==> config.mk <==
export PLATFORM = sky130hd
export DESIGN_NAME = bomb_countdown_timer
export DESIGN_NICKNAME = d
export VERILOG_FILES = /design/src/rtl/bomb_timer_pkg.sv /design/src/rtl/bomb_register.sv /design/src/rtl/bomb_countdown_timer.sv
export SDC_FILE = /design/constraint.sdc
export NUM_CORES = 1
export LEC_CHECK = 0
export BUFFER_PORTS_ARGS = -buffer_cell sky130_fd_sc_hd__clkbuf_2
export CAP_MARGIN = 25
export CORE_MARGIN = 2
export CORE_UTILIZATION = 63
export CTS_BUF_LIST = sky130_fd_sc_hd__clkbuf_4
export DETAILED_ROUTE_END_ITERATION = 12
export PLACE_DENSITY = 0.86
export SLEW_MARGIN = 20
export SYNTH_ARGS = -nofsm -noshare
export SYNTH_HDL_FRONTEND = slang
export SYNTH_SLANG_ARGS = --single-unit
==> constraint.sdc <==
create_clock -name clk -period 2.4 [get_ports clk]
set_input_delay 0.48 -clock clk [delete_from_list [all_inputs] [get_ports clk]]
set_output_delay 0.48 -clock clk [all_outputs]
set_load 0.03 [all_outputs]
==> src/rtl/bomb_timer_pkg.sv <==
// Shared types for the bomb countdown timer: FSM state encoding and the
// control codes understood by bomb_register.
package bomb_timer_pkg;

  typedef enum logic [1:0] {
    ST_IDLE    = 2'd0,
    ST_RUN     = 2'd1,
    ST_PAUSED  = 2'd2,
    ST_EXPIRED = 2'd3
  } timer_state_t;

  typedef enum logic [1:0] {
    REG_NONE = 2'd0,
    REG_LOAD = 2'd1,
    REG_INCR = 2'd2,
    REG_DECR = 2'd3
  } reg_ctrl_t;

endpackage

==> src/rtl/bomb_register.sv <==
// Generic W-bit register with load / increment / decrement / hold control,
// used for both the prescaler and the seconds counter.
module bomb_register
  import bomb_timer_pkg::*;
#(
  parameter int W = 8
) (
  input  logic           clk,
  input  logic           async_nreset,
  input  reg_ctrl_t      i_ctrl,
  input  logic [W-1:0]   i_value,
  output logic [W-1:0]   o_value
);

  logic [W-1:0] r_value;

  always_ff @(posedge clk or negedge async_nreset) begin
    if (!async_nreset) begin
      r_value <= '0;
    end else begin
      case (i_ctrl)
        REG_LOAD: r_value <= i_value;
        REG_INCR: r_value <= r_value + W'(1);
        REG_DECR: r_value <= r_value - W'(1);
        default:  r_value <= r_value;
      endcase
    end
  end

  assign o_value = r_value;

endmodule

==> src/rtl/bomb_countdown_timer.sv <==
// Seconds countdown with start/pause, sticky expiry and sounder strobe.
// Optional BOMB_TIMER_WARN_BEEP_EN: beep on every half second once remaining <= WARN_SECS.
//
// state      | meaning
// -----------+-----------------------------------------------
// ST_IDLE    | loaded or reset, waiting for start
// ST_RUN     | prescaler counting, seconds decrement on wrap
// ST_PAUSED  | counting frozen, prescaler holds its phase
// ST_EXPIRED | countdown reached zero, waits for load
module bomb_countdown_timer
  import bomb_timer_pkg::*;
#(
  parameter int CLK_HZ    = 50_000_000,
  parameter int PRESC_W   = 32,
  parameter int SEC_W     = 8,
  parameter int WARN_SECS = 10
) (
  input  logic             clk,
  input  logic             async_nreset,
  input  logic             load,
  input  logic [SEC_W-1:0] load_value,
  input  logic             start,
  input  logic             pause,
  output logic             busy,
  output logic [SEC_W-1:0] remaining,
  output logic             half_second,
  output logic             second,
  output logic             expired,
  output logic             beep
);

  localparam logic [PRESC_W-1:0] LP_PRESC_LAST = PRESC_W'(CLK_HZ - 1);
  localparam logic [PRESC_W-1:0] LP_PRESC_HALF = PRESC_W'(CLK_HZ / 2 - 1);

  timer_state_t       r_state;
  timer_state_t       w_next_state;
  logic               r_busy;
  logic               r_expired;
  logic [PRESC_W-1:0] w_presc;
  logic [SEC_W-1:0]   w_secs;
  reg_ctrl_t          w_presc_ctrl;
  reg_ctrl_t          w_secs_ctrl;
  logic               w_run;
  logic               w_half;
  logic               w_second;

  assign w_run    = (r_state == ST_RUN);
  assign w_half   = w_run && ((w_presc == LP_PRESC_HALF) || (w_presc == LP_PRESC_LAST));
  assign w_second = w_run && (w_presc == LP_PRESC_LAST);

  // Reaching zero on a second strobe expires even if pause arrives in the same cycle.
  always_comb begin
    w_next_state = r_state;
    if (load) begin
      w_next_state = ST_IDLE;
    end else if (start && ((r_state == ST_IDLE) || (r_state == ST_PAUSED))) begin
      w_next_state = (w_secs != '0) ? ST_RUN : ST_EXPIRED;
    end else if (r_state == ST_RUN) begin
      if (w_second && (w_secs == SEC_W'(1))) begin
        w_next_state = ST_EXPIRED;
      end else if (pause) begin
        w_next_state = ST_PAUSED;
      end
    end
  end

  always_ff @(posedge clk or negedge async_nreset) begin
    if (!async_nreset) begin
      r_state   <= ST_IDLE;
      r_busy    <= 1'b0;
      r_expired <= 1'b0;
    end else begin
      r_state   <= w_next_state;
      r_busy    <= (w_next_state == ST_RUN);
      r_expired <= (w_next_state == ST_EXPIRED);
    end
  end

  always_comb begin
    w_presc_ctrl = REG_NONE;
    if (load) begin
      w_presc_ctrl = REG_LOAD;
    end else if (w_run) begin
      w_presc_ctrl = (w_presc == LP_PRESC_LAST) ? REG_LOAD : REG_INCR;
    end
  end

  always_comb begin
    w_secs_ctrl = REG_NONE;
    if (load) begin
      w_secs_ctrl = REG_LOAD;
    end else if (w_second && (w_secs != '0)) begin
      w_secs_ctrl = REG_DECR;
    end
  end

  bomb_register #(.W(PRESC_W)) u_prescaler (
    .clk          (clk),
    .async_nreset (async_nreset),
    .i_ctrl       (w_presc_ctrl),
    .i_value      ('0),
    .o_value      (w_presc)
  );

  bomb_register #(.W(SEC_W)) u_seconds (
    .clk          (clk),
    .async_nreset (async_nreset),
    .i_ctrl       (w_secs_ctrl),
    .i_value      (load_value),
    .o_value      (w_secs)
  );

`ifdef BOMB_TIMER_WARN_BEEP_EN
  assign beep = (w_run && (w_secs <= SEC_W'(WARN_SECS))) ? w_half : w_second;
`else
  assign beep = w_second;
`endif

  assign busy        = r_busy;
  assign expired     = r_expired;
  assign remaining   = w_secs;
  assign half_second = w_half;
  assign second      = w_second;

endmodule

# Word-level counts from Yosys, hierarchy flattened

Cells that the tools add are included.

Output and inout port bits: 13
Input bits: 13
Logic and storage cells: 46
Flip-flop bits (word level): 44

Eq/ne operators: 13
Reductions and logical operators: 11
Multiplexer cells: 13
Add/sub/neg operators: 4

Operators with widths:

| cell                    | number |
|---|---|
| $pmux W32 S3            | 1 |
| $add A32 B1 Y32 const B | 1 |
| $eq A32 B25 Y1 const B  | 1 |
| $eq A32 B26 Y1 const B  | 1 |
| $sub A32 B1 Y32 const B | 1 |
| $pmux W8 S3             | 1 |
| $mux W2                 | 11 |
| $eq A2 B2 Y1 const B    | 6 |
| $add A8 B1 Y8 const B   | 1 |
| $eq A2 B1 Y1 const B    | 4 |
| $eq A8 B1 Y1 const B    | 1 |
| $reduce_bool A8 Y1      | 1 |
| $sub A8 B1 Y8 const B   | 1 |
| $reduce_bool A3 Y1      | 2 |
| $logic_and A1 B1 Y1     | 5 |
| $logic_not A2 Y1        | 1 |
| $logic_or A1 B1 Y1      | 2 |

# Depth between registers and ports, before layout

Word-level depth: 8
Gate-level depth with buffers: 9
Mapped depth without buffers: 8

# Modules after synthesis

A second synthesis with hierarchy kept.

Cell total of the unflattened synthesis: 617
Area, all modules: 4842.1 um^2

By module, submodules not included:

| module                      | area an instance (um^2) | sequential area each (um^2) | times used | cells an instance |
|---|---|---|---|---|
| bomb_register (u_prescaler) | 3723.6                  | 800.8                       | 1          | 488 |
| bomb_register (u_seconds)   | 714.4                   | 200.2                       | 1          | 83 |
| bomb_countdown_timer        | 404.1                   | 100.1                       | 1          | 46 |

# Least setup slack after synthesis

Ideal clock, no wire load.

Path kind: reg2out
Start point: register u_prescaler.r_value[4] (netlist: u_prescaler.o_value[4])
End point: output second
Stages on the path, launching flop included: 6
Path slack: -0.073 ns
Data required time: 1.920 ns
Arrival: 1.993 ns
Path buffers: 1
Cell sequence: dfrtp_1 > nand2_1 > or4b_4 > or2_1 > nor3_2 > buf_4

Cells in the longest elaborated chain, start to end: 2

RTL lines:

| item                   | line                       | source |
|---|---|---|
| from (decl)            | bomb_register.sv:15        | `logic [W-1:0] r_value;` |
| from (signal assigned) | bomb_register.sv:22        | `REG_LOAD: r_value <= i_value;` |
| from (signal assigned) | bomb_register.sv:23        | `REG_INCR: r_value <= r_value + W'(1);` |
| from (signal assigned) | bomb_register.sv:24        | `REG_DECR: r_value <= r_value - W'(1);` |
| $eq A32 B26 Y1         | bomb_countdown_timer.sv:49 | `assign w_second = w_run && (w_presc == LP_PRESC_LAST);` |
| $logic_and A1 B1 Y1    | bomb_countdown_timer.sv:49 |  |
| to (decl)              | bomb_countdown_timer.sv:27 | `output logic second,` |

No other way between the ends.

# Worst setup path after layout

Start point: register u_prescaler.r_value[12] (netlist: u_prescaler.o_value[12])
End point: output beep

Cells in the longest elaborated chain, start to end: 2

RTL lines:

| item                | line                       | source |
|---|---|---|
| $eq A32 B26 Y1      | bomb_countdown_timer.sv:49 |  |
| $logic_and A1 B1 Y1 | bomb_countdown_timer.sv:49 |  |
| to (decl)           | bomb_countdown_timer.sv:29 | `output logic beep` |

No other way between the ends.

==> impl_metrics.env <==
export IMPL_yosys_mux_area_fraction_pct=0.585
export IMPL_globalRouteOverflowTotal=0
export IMPL_seq_area_frac_synth_pct=30.3
export IMPL_hold_viol=0
export IMPL_dp_hpwl_mm=7.54
export IMPL_yosysWarnings=0
export IMPL_wirelength_mm=10.3
export IMPL_synthAdderAreaFrac_pct=11.7
export IMPL_antenna_cells=0
export IMPL_multi_input_area_um2=2680
export IMPL_final_nets=555
export IMPL_fin_util_pct=79.2
export IMPL_fin_skew_ns=0.00954
export IMPL_power_frac_seq_pct=42.5
export IMPL_wl_met3_um=768
export IMPL_first_pass_iters=5
export IMPL_worst_slew_pin_slew_ns=1.09
export IMPL_synth_cells=424
export IMPL_min_path_type="input port to asynchronous set/reset pin"
export IMPL_setup_viol=3
export IMPL_p_int_uw=1270
export IMPL_clk_pin_slew_ns=0.14
export IMPL_antenna_found_initial=0
export IMPL_drc=0
export IMPL_final_common_cell="nand2_1"
export IMPL_final_cell_mix="nand2_1, dfrtp_1, o21ai_0"
export IMPL_cts_root_buf="clkbuf_4"
export IMPL_cts_sinks=44
export IMPL_wl_met2_mm=4.90
export IMPL_routed_top_layer="met4"
export IMPL_leakagePower_uw=0.00200
export IMPL_cts_tree="yes"
export IMPL_pin_count=26
export IMPL_seq_area_um2=1100
export IMPL_place_ws_ns=0.0551
export IMPL_fp_dieArea_um2=6400
export IMPL_end_kind="output port"
export IMPL_peakVddDrop_mv=0.337
export IMPL_postCtsHoldBufs=0
export IMPL_cap_violations=0
export IMPL_clockBufferDepth=2
export IMPL_drt_iter0_markers=337
export IMPL_synth_ff_type="dfrtp_1"
export IMPL_layout_drive_gt1_share_pct=21.8
export IMPL_synth_cell_type_count=67
export IMPL_p_sw_share_pct=40.1
export IMPL_status="complete, but fails checks"
export IMPL_syn_area_um2=3640
export IMPL_grtUsageTotal_pct=33.3
export IMPL_via_count=3686
export IMPL_synth_compound_area_share_pct=24.8
export IMPL_port_buffers=25
export IMPL_p_sw_uw=849
export IMPL_async_reset_ff_share_pct=100
export IMPL_crit_type="register to output port"
export IMPL_clock_power_share_pct=17.0
export IMPL_worst_path_max_fanout=3
export IMPL_yosys_area_share_simple_pct=22.8
export IMPL_synth_xor_area_share_pct=7.22
export IMPL_maxSlewViolCount=0
export IMPL_synth_top_family_by_area="compound AO/OA/AOI/OAI gates"
export IMPL_required_ns=1.92
export IMPL_start_util_pct=65.7
export IMPL_fmaxAchievable_mhz=398
export IMPL_first_global_vias=3506
export IMPL_startpoint_type="register"
export IMPL_finalCritPeriodShare_pct=105
export IMPL_period_minus_slack_ns=2.51
export IMPL_arrival_ns=2.03
export IMPL_place_gp_congestion=0.979
export IMPL_power_density_nw_per_um2=482
export IMPL_clock_latency_ns=0.36
export IMPL_grt_max_degree=24
export IMPL_layout_setup_ws_ns=-0.111
export IMPL_fillCellCount=366
export IMPL_reg2reg_depth=9
export IMPL_avgSynthCellArea_um2=8.58
export IMPL_rsz0062_at_grt="yes"
export IMPL_detail_route_wl_per_cell_um=17.7
export IMPL_rows=27
export IMPL_htree_levels=2
export IMPL_drt_met1_wl_mm=4.43
export IMPL_design_core_area_um2=5540
export IMPL_vias_per_cell=6.34
export IMPL_ys_ff_latch=44
export IMPL_synth_edf_count=0
export IMPL_die_x_um=80.0
export IMPL_die_height_um=80.0
export IMPL_violations="setup timing"
export IMPL_antenna_left=0
export IMPL_synthToLayoutAreaGrowth_pct=20.7
export IMPL_grt_pass1_wl_mm=16.8
export IMPL_numCtsBuffers=5
export IMPL_p_comb_share_pct=40.5
export IMPL_max_slew_margin_rel_pct=27.0
## final timing paths
| path | startpoint | to | slack (ns) |
|---|---|---|---|
| max reg2reg | u_prescaler.o_value[1] | u_prescaler.o_value[28] | 0.02 |
| min in group clk | load_value[5] | u_seconds.o_value[5] | 0.32 |
| min | async_nreset | r_state[0] | 0.02 |
| min reg2reg | u_prescaler.o_value[21] | u_prescaler.o_value[21] | 0.53 |
| max in group asynchronous | async_nreset | u_prescaler.o_value[29] | 1.78 |
| max | u_prescaler.o_value[12] | beep | -0.11 |
## sequential cells by signal, indices dropped and copies added, names as in the netlist
register / flops
u_prescaler.o_value: 32
u_seconds.o_value: 8
expired: 1
r_state: 2
busy: 1
## final cells by class
cell class                      count  area share [%]
Clock inverter                      3           0.313
Clock buffer                        5           0.855
Tap cell                           72            2.05
Multi-Input combinational cell    387            61.0
Sequential cell                    44            25.1
Inverter                            7           0.598
Timing Repair Buffer               63            10.0
## timing repair
item,4_1_cts,5_1_grt
resized for setup,11,22
buffers inserted,10,10
endpoints found under the setup margin,3,13
endpoints found under the hold margin,0,0
pin swaps,5,6
## routing by layer
metal | vias up | global-route usage (%)
met5 | - | 0
met4 | 0 | 8.31
met3 | 25 | 5.43
met2 | 197 | 54.1
met1 | 1738 | 46.3
li1 | 1726 | -
## logic make-up after synthesis
logic type | count (synthesis)
DFF | 44
other | 1
xor gates and xnor gates | 30
buffers and inverters | 21
and+or+nand+nor | 159
AOI/OAI and AO/OA | 133
muxes | 2
adders and majority gates | 34
## metrics by stage
step                      total power (uW)  cell area (um^2)  setup TNS, ns  std cells  hold slack (ns)
after floorplan                       1460              3740         -0.147        452            0.184
after detailed placement              1660              4030              0        553            0.418
after CTS                             2030              4200         -0.220        571           0.0124
after global routing                  2250              4390         -0.964        581           0.0199
final                                 2120              4390         -0.286        581           0.0162
after global placement                1630              4030              0        553            0.416
## power groups by stage
stage	combinational, uW	sequential, uW	clock, uW
after floorplan	536	920	0
after global placement	723	904	0
after detailed placement	745	911	0
after CTS	767	891	375
after global routing	942	908	399
final	856	900	359
## critical path, cell delays in order (launching register included)
cell	delay, ns
dfrtp_1	0.40
nand2_1	0.07
or4b_4	0.51
or2_4	0.27
nor3_4	0.20
clkbuf_8	0.21
## synth_stat cells, drive strengths merged (2+ instances only)
cell type,n,area (um^2)
nand3,14,70.1
or4,3,26.3
xnor2,10,87.6
a22oi,2,15.0
inv,7,26.3
a211o,2,17.5
nand4b,2,17.5
and3,5,46.3
o21ai,47,235
a22o,2,17.5
xor2,20,175
a32o,2,20.0
dfrtp,44,1100
nor4,2,12.5
nand4,14,87.6
a31o,2,17.5
nor2b,4,25.0
a21boi,3,22.5
nand2,64,240
clkbuf,7,26.3
o21a,4,30.0
and4,2,17.5
nor4b,2,23.8
a21oi,31,159
nor3,13,81.3
or3,2,12.5
o2111ai,3,26.3
or2,2,12.5
nor2,22,82.6
a31oi,7,58.8
a21o,7,52.6
ha,34,425
a221o,2,20.0
a41oi,4,53.8
a211oi,6,60.1
buf,7,40.0
nor4bb,2,20.0
No activity file was read; power rests on OpenSTA's default activity.
